$ cat src/rtl/frv_core_fetch_requester_pkg.sv
// Shared types and constants for the fetch requester.
package frv_core_fetch_requester_pkg;

    localparam int unsigned XL = 31;
    localparam logic [XL:0] FRV_PC_RESET_VALUE_DEFAULT = 32'h8000_0000;

    typedef enum logic [1:0] {
        FS_RESET,
        FS_RUN,
        FS_DRAIN,
        FS_HALT
    } fetch_state_t;

endpackage

$ cat src/rtl/frv_core_fetch_requester_if.sv
// Redirect, instruction-memory and fetch-buffer signals of the fetch requester.
interface frv_core_fetch_requester_if;
    import frv_core_fetch_requester_pkg::*;

    logic          cf_req;
    logic [XL:0]   cf_target;
    logic          cf_ack;
    logic          imem_req;
    logic [XL:0]   imem_addr;
    logic          imem_gnt;
    logic          imem_recv;
    logic          imem_ack;
    logic          imem_error;
    logic [XL:0]   imem_rdata;
    logic          f_4byte;
    logic          f_2byte;
    logic          f_err;
    logic [XL:0]   f_in;
    logic          f_ready;
    logic          buf_flush;

    modport master (
        input  cf_req, cf_target, imem_gnt, imem_recv, imem_error, imem_rdata, f_ready,
        output cf_ack, imem_req, imem_addr, imem_ack, f_4byte, f_2byte, f_err, f_in, buf_flush
    );

    modport slave (
        output cf_req, cf_target, imem_gnt, imem_recv, imem_error, imem_rdata, f_ready,
        input  cf_ack, imem_req, imem_addr, imem_ack, f_4byte, f_2byte, f_err, f_in, buf_flush
    );

endinterface

$ cat src/rtl/frv_core_fetch_requester.sv
// Fetch-stage requester: issues word reads, tracks outstanding responses and handles redirects.
// Optional FRV_FETCH_ERR_HALT_EN: stop issuing after a bus error until the next redirect.
module frv_core_fetch_requester
    import frv_core_fetch_requester_pkg::*;
#(
    parameter logic [XL:0] FRV_PC_RESET_VALUE = FRV_PC_RESET_VALUE_DEFAULT,
    parameter int unsigned MAX_OUTSTANDING    = 2
) (
    input logic                         g_clk,
    input logic                         g_resetn,
    frv_core_fetch_requester_if.master  bus
);

    localparam int unsigned CntW = 2;

    fetch_state_t               state_q, state_d;
    logic [XL:2]                fetch_addr_q, fetch_addr_d;
    logic                       half_first_q, half_first_d;
    logic [CntW-1:0]            outstanding_q, outstanding_d;
    logic [CntW-1:0]            drop_q, drop_d;
    logic [MAX_OUTSTANDING-1:0] hf_fifo_q, hf_fifo_d;
    logic                       pend_q, pend_d;

    logic            can_issue, gnt, stale_resp, consume, deliver, err_halt;
    logic [CntW-1:0] stale_cnt, push_idx;
    logic [XL:0]     next_addr;

    logic unused_cf_target_lsb;
    assign unused_cf_target_lsb = bus.cf_target[0];

    always_comb begin
        can_issue = (state_q == FS_RUN) && (drop_q == '0) &&
                    (outstanding_q < CntW'(MAX_OUTSTANDING));
        // A raised request is held until granted, even if halting in the meantime.
        bus.imem_req  = can_issue | pend_q;
        bus.imem_addr = {fetch_addr_q, 2'b00};
        gnt           = bus.imem_req & bus.imem_gnt;
        bus.cf_ack    = bus.cf_req & ~(bus.imem_req & ~bus.imem_gnt);
        bus.buf_flush = bus.cf_ack;

        stale_resp    = (drop_q != '0);
        bus.imem_ack  = stale_resp | bus.f_ready;
        consume       = bus.imem_recv & bus.imem_ack;
        deliver       = consume & ~stale_resp & ~bus.cf_ack;
        bus.f_4byte   = deliver & ~hf_fifo_q[0];
        bus.f_2byte   = deliver & hf_fifo_q[0];
        bus.f_err     = deliver & bus.imem_error;
        bus.f_in      = bus.imem_rdata;

`ifdef FRV_FETCH_ERR_HALT_EN
        err_halt      = deliver & bus.imem_error;
`else
        err_halt      = 1'b0;
`endif

        stale_cnt     = outstanding_q + CntW'(gnt) - CntW'(consume);
        outstanding_d = stale_cnt;
        push_idx      = outstanding_q - CntW'(consume);
        next_addr     = bus.imem_addr + (XL+1)'(4);
        pend_d        = bus.imem_req & ~bus.imem_gnt;

        hf_fifo_d = consume ? (hf_fifo_q >> 1) : hf_fifo_q;
        for (int i = 0; i < int'(MAX_OUTSTANDING); i++) begin
            if (gnt && (CntW'(i) == push_idx)) hf_fifo_d[i] = half_first_q;
        end

        fetch_addr_d = fetch_addr_q;
        half_first_d = half_first_q;
        drop_d       = drop_q;
        if (bus.cf_ack) begin
            fetch_addr_d = bus.cf_target[XL:2];
            half_first_d = bus.cf_target[1];
            drop_d       = stale_cnt;
        end else begin
            if (gnt) begin
                fetch_addr_d = next_addr[XL:2];
                half_first_d = 1'b0;
            end
            if (consume && stale_resp) drop_d = drop_q - 1'b1;
        end

        state_d = state_q;
        if (bus.cf_ack) begin
            state_d = (stale_cnt != '0) ? FS_DRAIN : FS_RUN;
        end else begin
            case (state_q)
                FS_RESET: state_d = FS_RUN;
                FS_RUN:   if (err_halt) state_d = FS_HALT;
                FS_DRAIN: if (drop_d == '0) state_d = FS_RUN;
                FS_HALT:  state_d = FS_HALT;
                default:  state_d = FS_RESET;
            endcase
        end
    end

    always_ff @(posedge g_clk) begin
        if (!g_resetn) begin
            state_q       <= FS_RESET;
            fetch_addr_q  <= FRV_PC_RESET_VALUE[XL:2];
            half_first_q  <= FRV_PC_RESET_VALUE[1];
            outstanding_q <= '0;
            drop_q        <= '0;
            hf_fifo_q     <= '0;
            pend_q        <= 1'b0;
        end else begin
            state_q       <= state_d;
            fetch_addr_q  <= fetch_addr_d;
            half_first_q  <= half_first_d;
            outstanding_q <= outstanding_d;
            drop_q        <= drop_d;
            hf_fifo_q     <= hf_fifo_d;
            pend_q        <= pend_d;
        end
    end

    always_ff @(posedge g_clk) begin
        if (g_resetn && bus.imem_recv) begin
            assert (outstanding_q != '0) else $error("imem_recv with no outstanding read");
        end
    end

endmodule
$ cat src/flat_wrapper.sv
// flat-port wrapper written by rule: the top's interface ports become plain ports
module frv_core_fetch_requester_flat import frv_core_fetch_requester_pkg::*;
#(
    parameter logic [XL:0] FRV_PC_RESET_VALUE = FRV_PC_RESET_VALUE_DEFAULT,
    parameter int unsigned MAX_OUTSTANDING    = 2
)
  (g_clk, g_resetn, bus_cf_req, bus_cf_target, bus_imem_gnt, bus_imem_recv, bus_imem_error, bus_imem_rdata, bus_f_ready, bus_cf_ack, bus_imem_req, bus_imem_addr, bus_imem_ack, bus_f_4byte, bus_f_2byte, bus_f_err, bus_f_in, bus_buf_flush);
  frv_core_fetch_requester_if bus_i ();
  input logic g_clk;
  input logic g_resetn;
  input wire logic [$bits(bus_i.cf_req)-1:0] bus_cf_req;
  input wire logic [$bits(bus_i.cf_target)-1:0] bus_cf_target;
  input wire logic [$bits(bus_i.imem_gnt)-1:0] bus_imem_gnt;
  input wire logic [$bits(bus_i.imem_recv)-1:0] bus_imem_recv;
  input wire logic [$bits(bus_i.imem_error)-1:0] bus_imem_error;
  input wire logic [$bits(bus_i.imem_rdata)-1:0] bus_imem_rdata;
  input wire logic [$bits(bus_i.f_ready)-1:0] bus_f_ready;
  output wire logic [$bits(bus_i.cf_ack)-1:0] bus_cf_ack;
  output wire logic [$bits(bus_i.imem_req)-1:0] bus_imem_req;
  output wire logic [$bits(bus_i.imem_addr)-1:0] bus_imem_addr;
  output wire logic [$bits(bus_i.imem_ack)-1:0] bus_imem_ack;
  output wire logic [$bits(bus_i.f_4byte)-1:0] bus_f_4byte;
  output wire logic [$bits(bus_i.f_2byte)-1:0] bus_f_2byte;
  output wire logic [$bits(bus_i.f_err)-1:0] bus_f_err;
  output wire logic [$bits(bus_i.f_in)-1:0] bus_f_in;
  output wire logic [$bits(bus_i.buf_flush)-1:0] bus_buf_flush;
  assign bus_i.cf_req = bus_cf_req;
  assign bus_i.cf_target = bus_cf_target;
  assign bus_i.imem_gnt = bus_imem_gnt;
  assign bus_i.imem_recv = bus_imem_recv;
  assign bus_i.imem_error = bus_imem_error;
  assign bus_i.imem_rdata = bus_imem_rdata;
  assign bus_i.f_ready = bus_f_ready;
  assign bus_cf_ack = bus_i.cf_ack;
  assign bus_imem_req = bus_i.imem_req;
  assign bus_imem_addr = bus_i.imem_addr;
  assign bus_imem_ack = bus_i.imem_ack;
  assign bus_f_4byte = bus_i.f_4byte;
  assign bus_f_2byte = bus_i.f_2byte;
  assign bus_f_err = bus_i.f_err;
  assign bus_f_in = bus_i.f_in;
  assign bus_buf_flush = bus_i.buf_flush;
  frv_core_fetch_requester #(.FRV_PC_RESET_VALUE(FRV_PC_RESET_VALUE), .MAX_OUTSTANDING(MAX_OUTSTANDING)) u_core (.g_clk(g_clk), .g_resetn(g_resetn), .bus(bus_i));
endmodule
$ cat config.mk
export PLATFORM = sky130hd
export DESIGN_NAME = frv_core_fetch_requester_flat
export DESIGN_NICKNAME = d
export VERILOG_FILES = /design/src/rtl/frv_core_fetch_requester_pkg.sv /design/src/rtl/frv_core_fetch_requester_if.sv /design/src/rtl/frv_core_fetch_requester.sv /design/src/flat_wrapper.sv
export SDC_FILE = /design/constraint.sdc
export NUM_CORES = 1
export LEC_CHECK = 0
export ABC_AREA = 1
export ABC_CLOCK_PERIOD_IN_PS = 2700
export BUFFER_PORTS_ARGS = -buffer_cell sky130_fd_sc_hd__buf_2
export CAP_MARGIN = 20
export CELL_PAD_IN_SITES_DETAIL_PLACEMENT = 0
export CELL_PAD_IN_SITES_GLOBAL_PLACEMENT = 1
export CORE_MARGIN = 2
export CORE_UTILIZATION = 30
export DETAILED_ROUTE_END_ITERATION = 16
export GPL_ROUTABILITY_DRIVEN = 0
export GPL_TIMING_DRIVEN = 0
export PLACE_DENSITY_LB_ADDON = 0.1
export SYNTH_ARGS = -nofsm -noshare
export SYNTH_HDL_FRONTEND = slang
export SYNTH_SLANG_ARGS = --single-unit
$ cat constraint.sdc
create_clock -name g_clk -period 2.7 [get_ports g_clk]
set_input_delay 0.405 -clock g_clk [delete_from_list [all_inputs] [get_ports g_clk]]
set_output_delay 0.405 -clock g_clk [all_outputs]
set_load 0.02 [all_outputs]
==> flow_summary.toml, run 1 <==
[synthesis]
synth_top_area_share = 0.259
synth_most_common_cell = "nand2_1"
synth_area_mm2 = 0.00309
yosys_most_used_dff = "dfxtp_1"
ys_seq_area_frac = 0.259
syn_inst = 497
synth_edf_count = 0
synth_area_leaders = "dfxtp_1, nand2_1, buf_4"
synth_commonest_cells = "nand2_1, nor2_1, inv_1"
avgSynthCellArea_um2 = 6.23
ys_ff_latch = 40
synth_top_area_cell = "dfxtp_1"
yosysWarnings = 0
synth_cell_types = 38
async_flop_share = 0

[clock_tree]
cts_root_buffer = "clkbuf_8"
clock_path_buffers = 2
cts_inserted_buffers = 5
post_cts_buffers = 0
cts_sinks = 40
ctsHoldBuffers = 0
cts_tree = "done"
clock_latency_ns = 0.30
clk_pin_slew_ns = 0.09
htreeDepth = 2

[floorplanning]
start_util = 0.304
die_w_um = 106
core_area_mm2 = 0.0102
std_cell_rows = 37
io_pins = 142
die_y_um = 106
die-area_mm2 = 0.0111

[placed_design]
dp_hpwl_um = 8210
io_buffers = 106

[timing]
fin_crit_ns = 2.52
finalHoldViolCount = 0
slew_headroom = 0.516
skew_ns = 0.0119
clock.fmax_ghz = 0.396
fin_tns_setup_ns = 0
timing.final.crit_share = 0.935
worst_pin_slew_ns = 0.726
setup_viol = 0
final_max_slew_viol_count = 0
grt_setup_unrepaired = "no"

[final_layout]
area_delta_synth_final_pct = 27.1
ff_latch_area_um2 = 801
multiInputGateArea_mm2 = 0.00176
layout.nets = 689
diodes = 0
post-route-util = 0.386
n_fill_cell = 1122
drive_gt1_frac = 0.314

[setup_path]
end_kind = "output port"
reg2regPathDepth = 17
arrival_ns = 2.12
cpMaxStageDelayCell = "dfxtp_1"
cpPeakStageDelay_ns = 0.32
crit_fanout = 10
path_delay_family = "simple AND/OR/NAND/NOR gates"
cp.buffers_inverters = 4
start_kind = "register"
critical_path_depth = 11
cp.required_ns = 2.30
crit_chain = "inv_1, ha_2, nand3_2, nand2_4, nand2_2, nand2_2, buf_6, buf_6, nand3_1, nor2_1, buf_2"
critPathKind = "register to output port"
r2r_slack_ns = 0.29

[routing]
routed-via-count = 3510
drt_iter0_drc = 141
first_pass_iters = 4
drt_wl_total_um = 10700
wire_per_inst_um = 14.3
drc = 0
viasPerCell = 4.69
final_antenna_net_count = 0

[power]
p_leak_nw = 1.86
peakVddDrop_uv = 320
clockPowerShare = 0.180
p_int_mw = 1.66
p_sw_frac = 0.470
totalPowerFinal_mw = 3.12
p_per_area_mw_per_mm2 = 794
p_sw_mw = 1.47
p_seq_frac = 0.308
pwr-share-comb = 0.512

[run]
cap_viol_max_count = 0

[global_routing]
antenna_found_initial = 0
overflow = 0
grt_pass1_wl_um = 16600
grt_max_degree = 13
grt_pass1_vias = 3232
grt.total_usage = 0.189

[min_path]
whs_path_depth = 3
worstHoldPathType = "input pin to register"

[outcome]
status = "complete, no violations"
==> power groups by stage <==
stage | Combinational (mW) | Clock (mW) | Sequential, mW
2_1_floorplan | 0.982 | 0 | 1.07
3_3_place_gp | 1.58 | 0 | 0.971
3_5_place_dp | 1.60 | 0 | 0.973
4_1_cts | 1.60 | 0.577 | 0.960
5_1_grt | 1.78 | 0.596 | 0.991
6_report | 1.60 | 0.560 | 0.962
==> metrics by stage <==
step / std cells / setup slack (ns) / hold slack [ns] / instance area (µm²)
6_report: 748 / 0.175 / 0.363 / 3930
5_1_grt: 748 / 0.0198 / 0.378 / 3930
3_5_place_dp: 740 / 0.278 / 0.458 / 3800
2_1_floorplan: 498 / 0.480 / 0.440 / 3100
3_3_place_gp: 740 / 0.323 / 0.453 / 3800
4_1_cts: 748 / 0.0614 / 0.348 / 3930
==> cell families (layout without fill, tap and decap cells) <==
group	Yosys count	after routing	share of synthesized area
and+or+nand+nor	256	256	0.370
xor gates and xnor gates	4	4	0.0113
adders and majority gates	7	7	0.0283
DFF	40	40	0.259
AOI/OAI and AO/OA	89	89	0.156
other	1	2	0.00121
buffers and inverters	100	214	0.175
==> worst min-delay path: stages <==
cell     delay [ns]
buf_2          0.09
nand2_1        0.06
a21oi_1        0.06
==> flip-flops by register name, summed over array words and instances, names as in the netlist <==
signal                flops
u_core.fetch_addr_q      30
u_core.drop_q             2
u_core.hf_fifo_q          2
u_core.outstanding_q      2
u_core.state_q            2
u_core.half_first_q       1
u_core.pend_q             1
==> cell usage in the layout (no fill, tap or decap), drive strengths merged, types with 2 or more instances in the layout <==
cell    Yosys  final
buf        48    154
nand2     125    125
nor2       71     71
inv        49     49
dfxtp      40     40
a21oi      40     40
o21ai      37     37
nand3      34     34
clkbuf      3     10
nor3        9      9
ha          7      7
or2         7      7
nand4       6      6
o211ai      4      4
a211oi      3      3
nand3b      3      3
o22ai       2      2
xor2        2      2
xnor2       2      2
o21bai      2      2
conb        1      2
==> path summary, 6_finish.rpt <==
path                                                  startpoint                          endpoint
worst min register to register  u_core.half_first_q$_SDFFE_PN0P_  u_core.half_first_q$_SDFFE_PN0P_
worst min-delay path                            bus_cf_target[1]  u_core.half_first_q$_SDFFE_PN0P_
worst max register to register       u_core.drop_q[0]$_SDFF_PN0_    u_core.state_q[0]$_SDFFE_PN0P_
worst max-delay path                 u_core.drop_q[0]$_SDFF_PN0_                       bus_f_2byte
==> metal layers <==
| layer | part of all wire | global-route usage | vias to the layer above | wire, µm |
|---|---|---|---|---|
| met5 | 0 | 0 | - | 0 |
| met4 | 0.016 | 0.0639 | 0 | 170 |
| met3 | 0.059 | 0.0284 | 12 | 629 |
| met2 | 0.44 | 0.306 | 133 | 4740 |
| met1 | 0.48 | 0.256 | 1561 | 5170 |
| li1 | - | - | 1804 | - |
==> area by class of cell <==
| cell class | count | share of cell area |
|---|---|---|
| sequential | 40 | 0.204 |
| clock inverter | 1 | 0.00764 |
| inverter | 49 | 0.0468 |
| multi-input combinational | 358 | 0.447 |
| clock buffer | 7 | 0.0245 |
| tap | 136 | 0.0433 |
| buffer | 51 | 0.0917 |
| timing repair buffer | 106 | 0.135 |
==> timing repair <==
action | CTS | global route
setup endpoints to repair | 0 | 5
hold endpoints to repair | 0 | 0
gates resized for setup | 0 | 2
Power figures use the tool's default switching activity.
==> inputs of run 2 (changes only) <==
- CTS_CLUSTER_DIAMETER: not set -> 50
- RECOVER_POWER: not set -> 50
==> flow_summary.toml, run 2 (synthesis results as in run 1) <==
[global_routing]
gr-usage-met1 = 0.256
grt_pass1_wl_um = 16600
antenna_found_initial = 0
grt_pass1_vias = 3232
grt_use_met2 = 0.306
met3_usage = 0.0284
grt_busiest_layer = "met2"
grt.total_usage = 0.189
grt_max_degree = 13
overflow = 0

[floorplanning]
die_y_um = 106
die_w_um = 106
start_util = 0.304
std_cell_rows = 37
io_pins = 142
die-area_mm2 = 0.0111
core_area_mm2 = 0.0102

[power]
p_leak_nw = 1.69
peakVddDrop_uv = 321
p_per_area_mw_per_mm2 = 799

[setup_path]
crit_fanout = 10
cpMaxStageDelayCell = "dfxtp_1"
arrival_ns = 2.12
startpoint = "u_core.drop_q[0]$_SDFF_PN0_"
cp.required_ns = 2.30
start_kind = "register"
r2r_start = "u_core.drop_q[0]$_SDFF_PN0_"
critPathKind = "register to output port"
crit_chain = "inv_1, ha_2, nand3_2, nand2_4, nand2_2, nand2_2, buf_6, buf_6, nand3_1, nor2_1, buf_2"
cpPeakStageDelay_ns = 0.32
end_kind = "output port"

[timing]
layout_setup_ws_ns = 0.173
skew_ns = 0.0110
final_max_slew_viol_count = 0
clock.fmax_ghz = 0.396
fin_crit_ns = 2.53
hold_ws_ns = 0.361
timing.final.crit_share = 0.936
setup_viol = 0
finalHoldViolCount = 0
fin_tns_setup_ns = 0
grt_setup_unrepaired = "no"
worst_pin_slew_ns = 0.675
slew_headroom = 0.550

[routing]
drt_wl_total_um = 10700
routed-via-count = 3500
drt_iter0_drc = 148
wire_per_inst_um = 14.3
viasPerCell = 4.68
first_pass_iters = 5
final_antenna_net_count = 0
drc = 0

[final_layout]
drive_gt1_frac = 0.227
largest-register = "u_core.fetch_addr_q"
diodes = 0
n_fill_cell = 1145
largest_reg_flops = 30
layout_common_cells = "nand2_1, nor2_1, buf_2"
post-route-util = 0.379
multiInputGateArea_mm2 = 0.00176
final_common_cell = "nand2_1"
ff_latch_area_um2 = 801
finalNonFillerCells = 748
layout.nets = 689
area_delta_synth_final_pct = 24.9

[placed_design]
dp.cells = 740
dp_hpwl_um = 8210
pre_cts_slack_ns = 0.278
io_buffers = 106

[clock_tree]
clock_path_buffers = 2
cts_inserted_buffers = 5
cts_root_buffer = "clkbuf_8"
htreeDepth = 2
clock_latency_ns = 0.30
cts_sinks = 40
cts_tree = "done"
clk_pin_slew_ns = 0.09

[min_path]
worstHoldPathType = "input pin to register"
hold_start = "bus_cf_target[1]"

[run]
cap_viol_max_count = 0

[outcome]
status = "complete, no violations"
-- run 2: cell types whose count changed in the layout (fill, tap and decap cells not counted), sizes merged --
cell	change
clkbuf	+54
buf	-54
-- run 2: layout make-up --
cell class / instances / share of cell area
multi-input cells: 358 / 0.455
flip-flops and latches: 40 / 0.207
repair buffers: 106 / 0.120
plain buffers: 51 / 0.0932
inverters: 49 / 0.0476
well taps: 136 / 0.0440
clock buffers: 7 / 0.0249
clock inverters: 1 / 0.00777
-- run 2: repair_timing --
item                                    in CTS  in global routing
setup buffers                                0                  0
gates resized for setup                      0                  2
hold buffers                                 0                  0
endpoints found under the setup margin       0                  5
-- run 2: stage by stage --
stage          instance area, µm²  power (mW)
3_3_place_gp                 3800        2.55
4_1_cts                      3930        3.14
2_1_floorplan                3100        2.05
6_report                     3860        3.09
5_1_grt                      3860        3.34
3_5_place_dp                 3800        2.57
-- run 2: worst paths after layout --
kind / endpoint / cells after the start / slack (ns)
max reg2reg: u_core.state_q[0]$_SDFFE_PN0P_ / 17 / 0.29
min reg2reg: u_core.half_first_q$_SDFFE_PN0P_ / 2 / 0.47
max: bus_f_2byte / 11 / 0.17
min: u_core.half_first_q$_SDFFE_PN0P_ / 3 / 0.36
-- run 2: critical path, delay by kind of cell, from the launching register on --
kind / cells / cell delay, ns
buffers and inverters: 4 / 0.59
adders and majority gates: 1 / 0.23
DFF: 1 / 0.32
and+or+nand+nor: 6 / 0.66
-- run 2: power breakdown --
group	internal [mW]	switching, mW
sequential	0.760	0.202
clock	0.327	0.232
combinational	0.539	1.03
-- run 2: per-layer routing --
metal  routed length [µm]  vias up
li1                     -     1804
met1                 5050     1531
met2                 4710      150
met3                  755       15
met4                  191        0
met5                    0        -
